<file path="src/rtl/cam_frame_writer.sv">
// OV7670 byte bus -> RGB565 pixels cropped to a 256x256 window; write strobe lands one cycle after
// the second byte of a pixel is sampled. No backpressure: the buffer must accept one write every 2 clocks.
module cam_frame_writer #(
  parameter int IMG_W = 640,
  parameter int IMG_H = 480,
  parameter int X_OFF = 192,
  parameter int Y_OFF = 112
) (
  input  logic        cam_pclk,
  input  logic        rst_n,
  input  logic        cam_vsync,
  input  logic        cam_href,
  input  logic [7:0]  cam_data,
  input  logic        freeze,
  output logic        wr_en,
  output logic [15:0] wr_addr,
  output logic [15:0] wr_data,
  output logic        frame_done,
  output logic [9:0]  line_cnt,
  output logic        err,
  output logic [1:0]  state_dbg
);

  typedef enum logic [1:0] {
    WAIT   = 2'd0,
    FRAME  = 2'd1,
    FROZEN = 2'd2
  } state_t;

  state_t      state_q;
  logic        vs_q, hr_q, phase_q;
  logic [7:0]  hi_q;
  logic [9:0]  x_q, y_q;
  logic        wr_en_q, frame_done_q, err_q;
  logic [15:0] wr_addr_q, wr_data_q;
  logic [9:0]  line_cnt_q;

  logic        vs_rise, vs_fall, hr_fall, in_win;
  logic [9:0]  x_d, y_d;

  assign vs_rise = ~vs_q & cam_vsync;
  assign vs_fall = vs_q & ~cam_vsync;
  assign hr_fall = hr_q & ~cam_href;

  // y_d already includes a line closed on this sample, so a same-cycle vsync rise counts it.
  assign x_d = (x_q == 10'h3FF) ? x_q : x_q + 10'd1;
  assign y_d = !hr_fall ? y_q : ((y_q == 10'h3FF) ? y_q : y_q + 10'd1);

  assign in_win = (int'(x_q) >= X_OFF) && (int'(x_q) < X_OFF + 256) && (int'(x_q) < IMG_W)
               && (int'(y_q) >= Y_OFF) && (int'(y_q) < Y_OFF + 256);

  always_ff @(posedge cam_pclk or negedge rst_n) begin
    if (!rst_n) begin
      state_q      <= WAIT;
      vs_q         <= 1'b0;
      hr_q         <= 1'b0;
      phase_q      <= 1'b0;
      hi_q         <= 8'd0;
      x_q          <= 10'd0;
      y_q          <= 10'd0;
      wr_en_q      <= 1'b0;
      wr_addr_q    <= 16'd0;
      wr_data_q    <= 16'd0;
      frame_done_q <= 1'b0;
      line_cnt_q   <= 10'd0;
      err_q        <= 1'b0;
    end else begin
      vs_q         <= cam_vsync;
      hr_q         <= cam_href;
      wr_en_q      <= 1'b0;
      frame_done_q <= 1'b0;
      unique case (state_q)
        WAIT: begin
          if (vs_fall) begin
            state_q <= FRAME;
            x_q     <= 10'd0;
            y_q     <= 10'd0;
            phase_q <= 1'b0;
          end
        end
        FRAME: begin
          if (hr_fall) begin
            y_q     <= y_d;
            x_q     <= 10'd0;
            phase_q <= 1'b0;
            if (phase_q) err_q <= 1'b1;
          end else if (cam_href && !vs_rise) begin
            phase_q <= ~phase_q;
            if (!phase_q) begin
              hi_q <= cam_data;
            end else begin
              x_q <= x_d;
              if (in_win) begin
                wr_en_q   <= 1'b1;
                wr_addr_q <= {8'(y_q - 10'(Y_OFF)), 8'(x_q - 10'(X_OFF))};
                wr_data_q <= {hi_q, cam_data};
              end
            end
          end
          if (vs_rise) begin
            frame_done_q <= 1'b1;
            line_cnt_q   <= y_d;
            if (y_d != 10'(IMG_H)) err_q <= 1'b1;
            state_q      <= freeze ? FROZEN : WAIT;
          end
        end
        FROZEN: begin
          if (!freeze) state_q <= WAIT;
        end
        default: state_q <= WAIT;
      endcase
    end
  end

  assign wr_en      = wr_en_q;
  assign wr_addr    = wr_addr_q;
  assign wr_data    = wr_data_q;
  assign frame_done = frame_done_q;
  assign line_cnt   = line_cnt_q;
  assign err        = err_q;
  assign state_dbg  = state_q;

endmodule

</file>
<file path="config.mk">
export PLATFORM = sky130hd
export DESIGN_NAME = cam_frame_writer
export DESIGN_NICKNAME = d
export VERILOG_FILES = /design/src/rtl/cam_frame_writer.sv
export SDC_FILE = /design/constraint.sdc
export NUM_CORES = 1
export LEC_CHECK = 0
export BUFFER_PORTS_ARGS = -buffer_cell sky130_fd_sc_hd__buf_2
export CORE_ASPECT_RATIO = 2
export CORE_MARGIN = 2
export CORE_UTILIZATION = 60
export CTS_CLUSTER_SIZE = 30
export DETAILED_ROUTE_END_ITERATION = 10
export PLACE_DENSITY_LB_ADDON = 0.2
export SYNTH_ARGS = -nofsm -noshare
export SYNTH_HDL_FRONTEND = slang
export SYNTH_SLANG_ARGS = --single-unit
</file>
<file path="constraint.sdc">
create_clock -name cam_pclk -period 4.4 [get_ports cam_pclk]
set_input_delay 0.66 -clock cam_pclk [delete_from_list [all_inputs] [get_ports cam_pclk]]
set_output_delay 0.66 -clock cam_pclk [all_outputs]
set_load 0.005 [all_outputs]
</file>
==> impl_metrics.py, run 1 <==
metrics = {
    "run_status": {
        "status": "completed",
    },
    "timing": {
        "setup_ws_ps": 1870,
        "fin_skew_ps": 4.91,
        "min_period_over_period": 0.576,
        "period_needed_ps": 2530,
        "hold_viol": 0,
        "fmax_mhz": 395,
        "finalSetupViolCount": 0,
        "setup_tns_ps": 0,
        "rsz0062_at_grt": "false",
        "slew_headroom": 0.361,
        "tightest_slew_ps": 959,
        "slew_violations": 0,
    },
    "synthesis": {
        "ys_seq_area_frac": 0.517,
        "synth_mux_area_frac": 0.126,
        "synthTopCellsByArea": "dfrtp_1 (52%), mux2_4 (9.1%), o21ai_0 (4.2%)",
        "synth_edf_count": 0,
        "synthSimpleGateAreaFrac": 0.138,
        "async_reset_ff_frac": 1.00,
        "synth.most_common_cell": "dfrtp_1",
        "synth-seq-cells": 78,
        "synth_area_um2": 3780,
        "synth_warnings": 0,
        "synth_top_family_by_area": "compound AO/OA/AOI/OAI gates",
        "yosys.cell_types.count": 53,
        "synth.avg_cell_area_um2": 11.2,
        "ys.flop_type": "dfrtp_1",
        "synth_xor_area_frac": 0.0162,
        "synth_top_cell_area_share": 0.517,
        "synth_compound_area_frac": 0.144,
        "synth_area_leader_cell": "dfrtp_1",
        "synth_cells": 336,
        "synth_fa_ha_area_frac": 0.0232,
        "syn_nets": 356,
        "synth.top_cells.by_count": "dfrtp_1 (78), nand2_1 (40), o21ai_0 (32), mux2_4 (23), a21oi_1 (16)",
    },
    "die": {
        "core_area_um2": 6060,
        "row_count": 40,
        "initial_utilization": 0.624,
        "dieArea_um2": 6980,
        "die_width_um": 60.1,
        "ioPinCount": 60,
        "fp.dieH_um": 116,
    },
    "layout": {
        "final_util": 0.723,
        "synthToLayoutAreaGrowth_pct": 15.9,
        "drive_gt1_frac": 0.289,
        "diodes": 0,
        "fin_area_um2": 4380,
        "final_nets": 410,
    },
    "clocking": {
        "cts_made_buffers": 9,
        "htreeDepth": 3,
        "cts_hold_buf": 0,
        "cts.sinks": 78,
        "post-cts-setup-buffers": 0,
        "clkLatencyLatePin_ps": 340,
        "clkTransAtPathRegs_ps": 60,
        "cts_buffer_depth": 2,
        "root_buffer": "clkbuf_16",
        "cts_resized": 0,
        "cts_tree": "done",
    },
    "pwr": {
        "comb_power_share": 0.112,
        "p_leak_uw": 0.00217,
        "power_uw": 1680,
        "cellPowerDensity_nw_per_um2": 384,
        "sw_frac_of_total": 0.260,
        "peakVddDrop_v": 0.000299,
        "seq_power_share": 0.486,
        "clkPwrFrac": 0.402,
        "switchingPower_uw": 438,
        "power.internal_uw": 1240,
    },
    "route": {
        "via_per_inst": 5.88,
        "detail_route.iter0.violations": 181,
        "ant_nets": 0,
        "finalWirelength_mm": 8.45,
        "drc": 0,
        "drt-pass1-iter-count": 4,
        "dr_total_vias": 2809,
        "wl_per_cell_um": 17.7,
    },
    "global_route": {
        "antenna_found_initial": 0,
        "grt.overflow.total": 0,
        "grt_pass1_vias": 2792,
        "grt_max_degree": 79,
        "grt_pass1_wl_mm": 13.7,
        "track_usage": 0.267,
    },
    "placed_design": {
        "dpl_cell_area_um2": 4100,
        "dp_hpwl_mm": 6.11,
        "post-place-ws_ps": 1800,
        "gp_congestion": 1.02,
        "io_buffers": 59,
    },
    "critical_path": {
        "cp.required_ps": 4620,
        "rrSetupSlack_ps": 1870,
        "critPathKind": "reg -> reg",
        "r2r_cells": 5,
        "cp-start-kind": "flop",
        "crit_fanout": 41,
        "worstPathArrival_ps": 2750,
        "end_kind": "flop",
    },
    "job": {
        "cap_violations": 0,
    },
    "hold_path": {
        "min-delay-path-class": "in -> async",
    },
}
layer usage:
metal | vias to the layer above | global-route usage | wire (um)
met4 | 0 | 0.147 | 297
met2 | 73 | 0.483 | 4700
met1 | 1382 | 0.284 | 3200
met3 | 23 | 0.0399 | 263
met5 | - | 0 | 0
li1 | 1331 | - | -
flip-flops by register name, indices dropped and copies added (netlist names):
signal	count
frame_done	1
x_q	10
wr_data	16
state_dbg	2
wr_addr	16
vs_q	1
hi_q	8
hr_q	1
line_cnt	10
err	1
phase_q	1
y_q	10
wr_en	1
power by group through the flow:
stage | sequential [uW] | combinational (uW) | clock (uW)
detailed placement | 831 | 188 | 0
global placement | 825 | 182 | 0
finish | 818 | 188 | 676
CTS | 818 | 191 | 687
floorplan | 810 | 138 | 0
global route | 824 | 210 | 721
layout make-up:
cell class                      instances  area [um^2]
Clock inverter                          5         36.3
Inverter                               11         41.3
Timing Repair Buffer                   60          305
Fill cell                             445         1680
Clock buffer                           10          239
Sequential cell                        78         1950
Multi-Input combinational cell        230         1700
Tap cell                               84          105
cells by family (layout without fill, tap and decap cells):
group / Yosys count / count (layout)
adders and majority gates: 7 / 7
DFF: 78 / 78
AOI/OAI and AO/OA: 82 / 82
and+or+nand+nor: 99 / 99
buffers and inverters: 28 / 86
muxes: 35 / 35
xor gates and xnor gates: 7 / 7
per-stage QoR:
stage	cells	hold slack, ps
6_report	478	467
5_1_grt	478	472
4_1_cts	478	462
3_5_place_dp	463	461
3_3_place_gp	463	450
2_1_floorplan	336	364
final timing paths:
check	start	end
worst max-delay path	y_q[4]	wr_data[10]
worst min-delay path	rst_n	wr_data[2]
worst max register to register	y_q[4]	wr_data[10]
worst min register to register	line_cnt[3]	line_cnt[3]
max in group asynchronous	rst_n	y_q[2]
min in group cam_pclk	cam_vsync	vs_q
worst max-delay path: stages, from the launching register on:
cell and delay, ps:
dfrtp_1 480, ha_1 350, a21oi_1 130, xor2_1 160
a2111o_2 840, mux2_4 440
cells in the final DEF (no fill, tap or decap), types with 4 or more instances in the layout:
master and n:
mux2_2 9, a21oi_1 16, a41oi_1 4, clkbuf_16 9
mux2_4 23, xnor2_1 5, dfrtp_1 78, a31oi_1 4
o21ai_0 32, o31ai_1 4, nor2_1 15, nand3_1 10
ha_1 7, inv_1 11, nand2_1 40, buf_2 58
nor3_1 4, nand2b_1 4
Power figures use the tool's default switching activity.
==> run 2: changes to the inputs <==
--- a/config.mk
+++ b/config.mk
@@ -8,7 +8,7 @@
 export BUFFER_PORTS_ARGS = -buffer_cell sky130_fd_sc_hd__buf_2
 export CORE_ASPECT_RATIO = 2
 export CORE_MARGIN = 2
-export CORE_UTILIZATION = 60
+export CORE_UTILIZATION = 51
 export CTS_CLUSTER_SIZE = 30
 export DETAILED_ROUTE_END_ITERATION = 10
 export PLACE_DENSITY_LB_ADDON = 0.2
==> constraint.sdc (replaced) <==
create_clock -name cam_pclk -period 2.17 [get_ports cam_pclk]
set_input_delay 0.3255 -clock cam_pclk [delete_from_list [all_inputs] [get_ports cam_pclk]]
set_output_delay 0.3255 -clock cam_pclk [all_outputs]
set_load 0.005 [all_outputs]
==> run 2 against run 1 <==
Maximum frequency grew 22%; the run now ends with negative hold slack left; wire length grew 7.0%; sequential cell count stayed put; worst hold slack lost 490 ps; total power grew 110%; first-iteration DRC count fell by 1.7%; non-clock buffer count up 29; critical path depth rose by 1; clock skew grew 0.92 ps; core utilization is 7.5 points lower; largest power group unchanged; highest routed layer unchanged; final area increased by 6.7%; final cell count up 7.9%.
==> impl_metrics.py, run 2 (synthesis results as in run 1) <==
metrics = {
    "route": {
        "detail_route.iter0.violations": 178,
        "wl_per_cell_um": 17.5,
        "finalWirelength_mm": 9.05,
        "ant_nets": 0,
        "via_per_inst": 5.65,
        "dr_total_vias": 2914,
        "drc": 0,
        "drt-pass1-iter-count": 4,
    },
    "die": {
        "dieArea_um2": 8150,
        "row_count": 44,
        "core_area_um2": 7210,
        "die_width_um": 64.8,
        "fp.dieH_um": 126,
        "ioPinCount": 60,
        "initial_utilization": 0.524,
    },
    "layout": {
        "fill_cells": 586,
        "drive_gt1_frac": 0.337,
        "layout_common_cells": "dfrtp_1 (78), buf_2 (58), nand2_1 (40)",
        "diodes": 0,
        "layout.cells.non_filler": 516,
        "fin_area_um2": 4670,
        "final_nets": 439,
        "layout_commonest_cell": "dfrtp_1",
        "synthToLayoutAreaGrowth_pct": 23.7,
    },
    "global_route": {
        "track_usage": 0.241,
        "grt_use_met2": 0.446,
        "met1_usage": 0.249,
        "met3_usage": 0.0402,
        "grt_pass1_vias": 3014,
        "grt_pass1_wl_mm": 15.0,
        "grt_max_degree": 44,
        "grt.busiest_layer": "met2",
        "antenna_found_initial": 0,
        "grt.overflow.total": 0,
    },
    "critical_path": {
        "crit_fanout": 24,
        "end_kind": "flop",
        "cp.required_ps": 2390,
        "r2r_cells": 6,
        "worstPathArrival_ps": 2290,
        "critPathKind": "reg -> reg",
        "rr_endpoint": "wr_data[6]",
        "rrSetupSlack_ps": 90,
        "timing.rr.start": "y_q[4]",
        "cp-start-kind": "flop",
    },
    "placed_design": {
        "dpl_cell_area_um2": 4360,
        "gp_congestion": 0.948,
        "dp_hpwl_mm": 6.88,
        "post-place-ws_ps": 106,
        "io_buffers": 59,
        "dp.cells": 500,
    },
    "clocking": {
        "clkTransAtPathRegs_ps": 60,
        "cts_made_buffers": 9,
        "htreeDepth": 3,
        "cts_hold_buf": 0,
        "cts_tree": "done",
        "cts_buffer_depth": 2,
        "root_buffer": "clkbuf_16",
        "cts.sinks": 78,
        "clkLatencyLatePin_ps": 340,
    },
    "hold_path": {
        "min-delay-path-class": "in -> async",
    },
    "timing": {
        "fin_skew_ps": 5.83,
        "slew_headroom": 0.569,
        "fmax_mhz": 482,
        "hold_slack_ps": -19.9,
        "setup_tns_ps": 0,
        "tightest_slew_ps": 646,
        "setup_ws_ps": 94.2,
        "finalSetupViolCount": 0,
        "min_period_over_period": 0.957,
        "slew_violations": 0,
        "hold_viol": 41,
        "period_needed_ps": 2080,
        "rsz0062_at_grt": "false",
    },
    "run_status": {
        "violations": "negative hold slack",
        "status": "complete, but fails checks",
    },
    "pwr": {
        "peakVddDrop_v": 0.000521,
        "clkPwrFrac": 0.419,
        "power.internal_uw": 2660,
        "comb_power_share": 0.126,
        "p_leak_uw": 0.00235,
        "cellPowerDensity_nw_per_um2": 768,
        "sw_frac_of_total": 0.260,
        "seq_power_share": 0.455,
        "switchingPower_uw": 932,
    },
    "job": {
        "cap_violations": 0,
    },
}
[run 2: final cells by class]
cell class	count	area [um^2]	area share
Clock inverter	7	72.6	0.0155
Inverter	11	41.3	0.00884
Sequential cell	78	1950	0.418
Multi-Input combinational cell	230	1700	0.365
Tap cell	92	115	0.0246
Clock buffer	9	225	0.0482
Timing Repair Buffer	89	561	0.120
[run 2: critical path: stages, from the launching register on]
cell      delay [ps]
dfrtp_1          380
ha_1             230
a21oi_1          210
xor2_1           120
a2111o_2         520
buf_12           200
mux2_4           310
[run 2: what timing repair did]
| action | CTS | global route |
|---|---|---|
| buffers inserted | 0 | 0 |
| resized for setup | 0 | 1 |
| endpoints found under the setup margin | 0 | 1 |
| endpoints found under the hold margin | 0 | 0 |
[run 2: worst max-delay path by stage]
stage | start | endpoint | depth (start not counted)
after floorplan | y_q[4] | wr_addr[10] | 7
after global placement | cam_vsync | hi_q[7] | 6
after detailed placement | y_q[4] | wr_data[15] | 6
after CTS | y_q[4] | wr_data[6] | 6
after global routing | x_q[7] | x_q[5] | 7
final | y_q[4] | wr_data[6] | 6
[run 2: metal layers]
metal / wire length, um / vias up
met1: 3210 / 1426
met2: 5250 / 79
li1: - / 1388
met5: 0 / -
met4: 260 / 0
met3: 326 / 21
[run 2: stage by stage]
stage / util / total power [uW]
after global placement: 0.605 / 2100
after floorplan: - / 1920
after detailed placement: 0.605 / 2110
after CTS: 0.646 / 3610
after global routing: 0.648 / 3720
final: 0.648 / 3590
[run 2: power groups by stage]
| stage | combinational, uW | clock [uW] | sequential [uW] |
|---|---|---|---|
| 2_1_floorplan | 281 | 0 | 1640 |
| 3_3_place_gp | 440 | 0 | 1660 |
| 3_5_place_dp | 451 | 0 | 1660 |
| 4_1_cts | 453 | 1520 | 1630 |
| 5_1_grt | 504 | 1570 | 1650 |
| 6_report | 451 | 1500 | 1630 |
==> run 3: changes to the inputs <==
--- a/config.mk
+++ b/config.mk
@@ -6,9 +6,11 @@
 export NUM_CORES = 1
 export LEC_CHECK = 0
 export BUFFER_PORTS_ARGS = -buffer_cell sky130_fd_sc_hd__buf_2
+export CELL_PAD_IN_SITES_DETAIL_PLACEMENT = 0
+export CELL_PAD_IN_SITES_GLOBAL_PLACEMENT = 2
 export CORE_ASPECT_RATIO = 2
 export CORE_MARGIN = 2
-export CORE_UTILIZATION = 51
+export CORE_UTILIZATION = 33
 export CTS_CLUSTER_SIZE = 30
 export DETAILED_ROUTE_END_ITERATION = 10
 export PLACE_DENSITY_LB_ADDON = 0.2
==> constraint.sdc (replaced) <==
create_clock -name cam_pclk -period 1.9 [get_ports cam_pclk]
set_input_delay 0.285 -clock cam_pclk [delete_from_list [all_inputs] [get_ports cam_pclk]]
set_output_delay 0.285 -clock cam_pclk [all_outputs]
set_load 0.005 [all_outputs]
==> run 3 against run 2 <==
Die area up 52%; final area up 11%; critical path depth unchanged; the run ends with negative setup slack left; sequential power up 13%; non-clock buffer count up 42; worst setup slack worse by 240 ps; clock skew up 1.4 ps; core utilization down 19 points; sequential cell count unchanged.
==> impl_metrics.py, run 3 (synthesis results as in run 1) <==
metrics = {
    "clocking": {
        "cts_made_buffers": 9,
        "cts_buffer_depth": 2,
        "htreeDepth": 3,
        "root_buffer": "clkbuf_16",
        "cts_tree": "done",
        "clkLatencyLatePin_ps": 340,
        "cts.sinks": 78,
        "clkTransAtPathRegs_ps": 70,
    },
    "hold_path": {
        "holdCritStartpoint": "cam_vsync",
        "min-delay-path-class": "in -> reg",
    },
    "timing": {
        "slew_violations": 0,
        "period_needed_ps": 2050,
        "finalSetupViolCount": 31,
        "slew_headroom": 0.671,
        "setup_ws_ps": -151,
        "fmax_mhz": 488,
        "rsz0062_at_grt": "true",
        "hold_slack_ps": 84.0,
        "hold_viol": 0,
        "fin_skew_ps": 7.24,
        "min_period_over_period": 1.08,
        "tightest_slew_ps": 493,
    },
    "critical_path": {
        "cp.required_ps": 2120,
        "worstPathArrival_ps": 2270,
        "critPathKind": "reg -> reg",
        "path_delay_family": "compound AO/OA/AOI/OAI gates",
        "timing.rr.start": "x_q[2]",
        "cp-start-kind": "flop",
        "end_kind": "flop",
        "worst-path-buf-inv": 2,
        "cp_cell_sequence": "nor4_4 -> buf_4 -> a311oi_1 -> a2111o_2 -> buf_12 -> mux2_4",
        "slowest_stage": "a2111o_2",
        "slowest_delay_ps": 430,
        "cp-startpoint": "x_q[2]",
        "crit_fanout": 39,
    },
    "placed_design": {
        "gp_congestion": 0.876,
        "io_buffers": 59,
        "dp_hpwl_mm": 7.97,
    },
    "route": {
        "ant_nets": 0,
        "via_per_inst": 5.12,
        "drc": 0,
        "dr_total_vias": 3118,
        "detail_route.iter0.violations": 110,
        "drt-pass1-iter-count": 4,
        "wl_per_cell_um": 17.6,
        "finalWirelength_mm": 10.7,
    },
    "global_route": {
        "grt_pass1_wl_mm": 16.6,
        "track_usage": 0.178,
        "antenna_found_initial": 0,
        "grt_pass1_vias": 3224,
        "grt_max_degree": 47,
        "grt.overflow.total": 0,
    },
    "layout": {
        "diodes": 0,
        "layout_commonest_cell": "dfrtp_1",
        "regArea_um2": 1950,
        "final_nets": 482,
        "layout_common_cells": "dfrtp_1 (77), buf_4 (69), buf_2 (58)",
        "fill_cells": 1067,
        "drive_gt1_frac": 0.437,
        "multi_input_area_um2": 1820,
        "synthToLayoutAreaGrowth_pct": 37.1,
        "final_util": 0.461,
    },
    "pwr": {
        "peakVddDrop_v": 0.000428,
        "cellPowerDensity_nw_per_um2": 843,
        "p_leak_uw": 0.00260,
    },
    "die": {
        "die_width_um": 79.6,
        "dieArea_um2": 12400,
        "core_area_um2": 11200,
        "row_count": 55,
        "ioPinCount": 60,
        "fp.dieH_um": 155,
        "initial_utilization": 0.337,
    },
    "run_status": {
        "status": "complete, but fails checks",
        "violations": "negative setup slack",
    },
    "job": {
        "cap_violations": 0,
    },
}
-- run 3: cell types whose count changed in the layout (fill, tap and decap cells not counted), moves of 3 or more --
cell	delta
buf_4	+41
mux2_2	-8
mux2_4	+8
a21oi_1	-3
a21oi_2	+3
-- run 3: report_power, final --
part	total, uW	internal (uW)	switching (uW)	leakage [uW]
clock network	1780	1040	744	0.000144
logic	732	372	360	0.00141
registers	1850	1790	68.2	0.00106
-- run 3: metal layers --
| metal | vias to the layer above | part of all wire | global-route usage |
|---|---|---|---|
| li1 | 1470 | - | - |
| met1 | 1543 | 0.35 | 0.178 |
| met2 | 75 | 0.57 | 0.332 |
| met3 | 30 | 0.027 | 0.0278 |
| met4 | 0 | 0.054 | 0.110 |
| met5 | - | 0 | 0 |
-- run 3: final cells by class --
cell class                 count  share of cell area
sequential                    78               0.377
clock buffer                   9              0.0435
tap                          142              0.0343
timing repair buffer         131               0.170
multi-input combinational    231               0.351
inverter                      11             0.00798
clock inverter                 7              0.0160
-- run 3: through the flow --
stage               area [um^2]  setup WS, ps  power [uW]  instances  setup TNS (ps)
floorplan                  3800         -8.83        2200        336            -177
detailed placement         4720          -289        2510        588           -9210
global placement           4720          -321        2490        588          -10160
CTS                        5070          -178        4300        605           -4330
global route               5180          -214        4560        609           -6200
finish                     5180          -151        4370        609           -3690
-- run 3: path summary, 6_finish.rpt --
check                                    to  slack [ps]  cells past startpoint
worst max register to register   wr_data[9]        -150                      6
worst max-delay path             wr_data[9]        -150                      6
max in group asynchronous            x_q[7]         820                      3
worst min-delay path                   vs_q          80                      1
min in group asynchronous        wr_data[9]         450                      2
worst min register to register  line_cnt[3]         480                      2
-- run 3: what timing repair did --
item	4_1_cts	5_1_grt
gates cloned	0	1
setup buffers	0	3
hold buffers	1	0
setup endpoints to repair	38	54
endpoints found under the hold margin	32	0
resized for setup	7	22
pin swaps	0	2
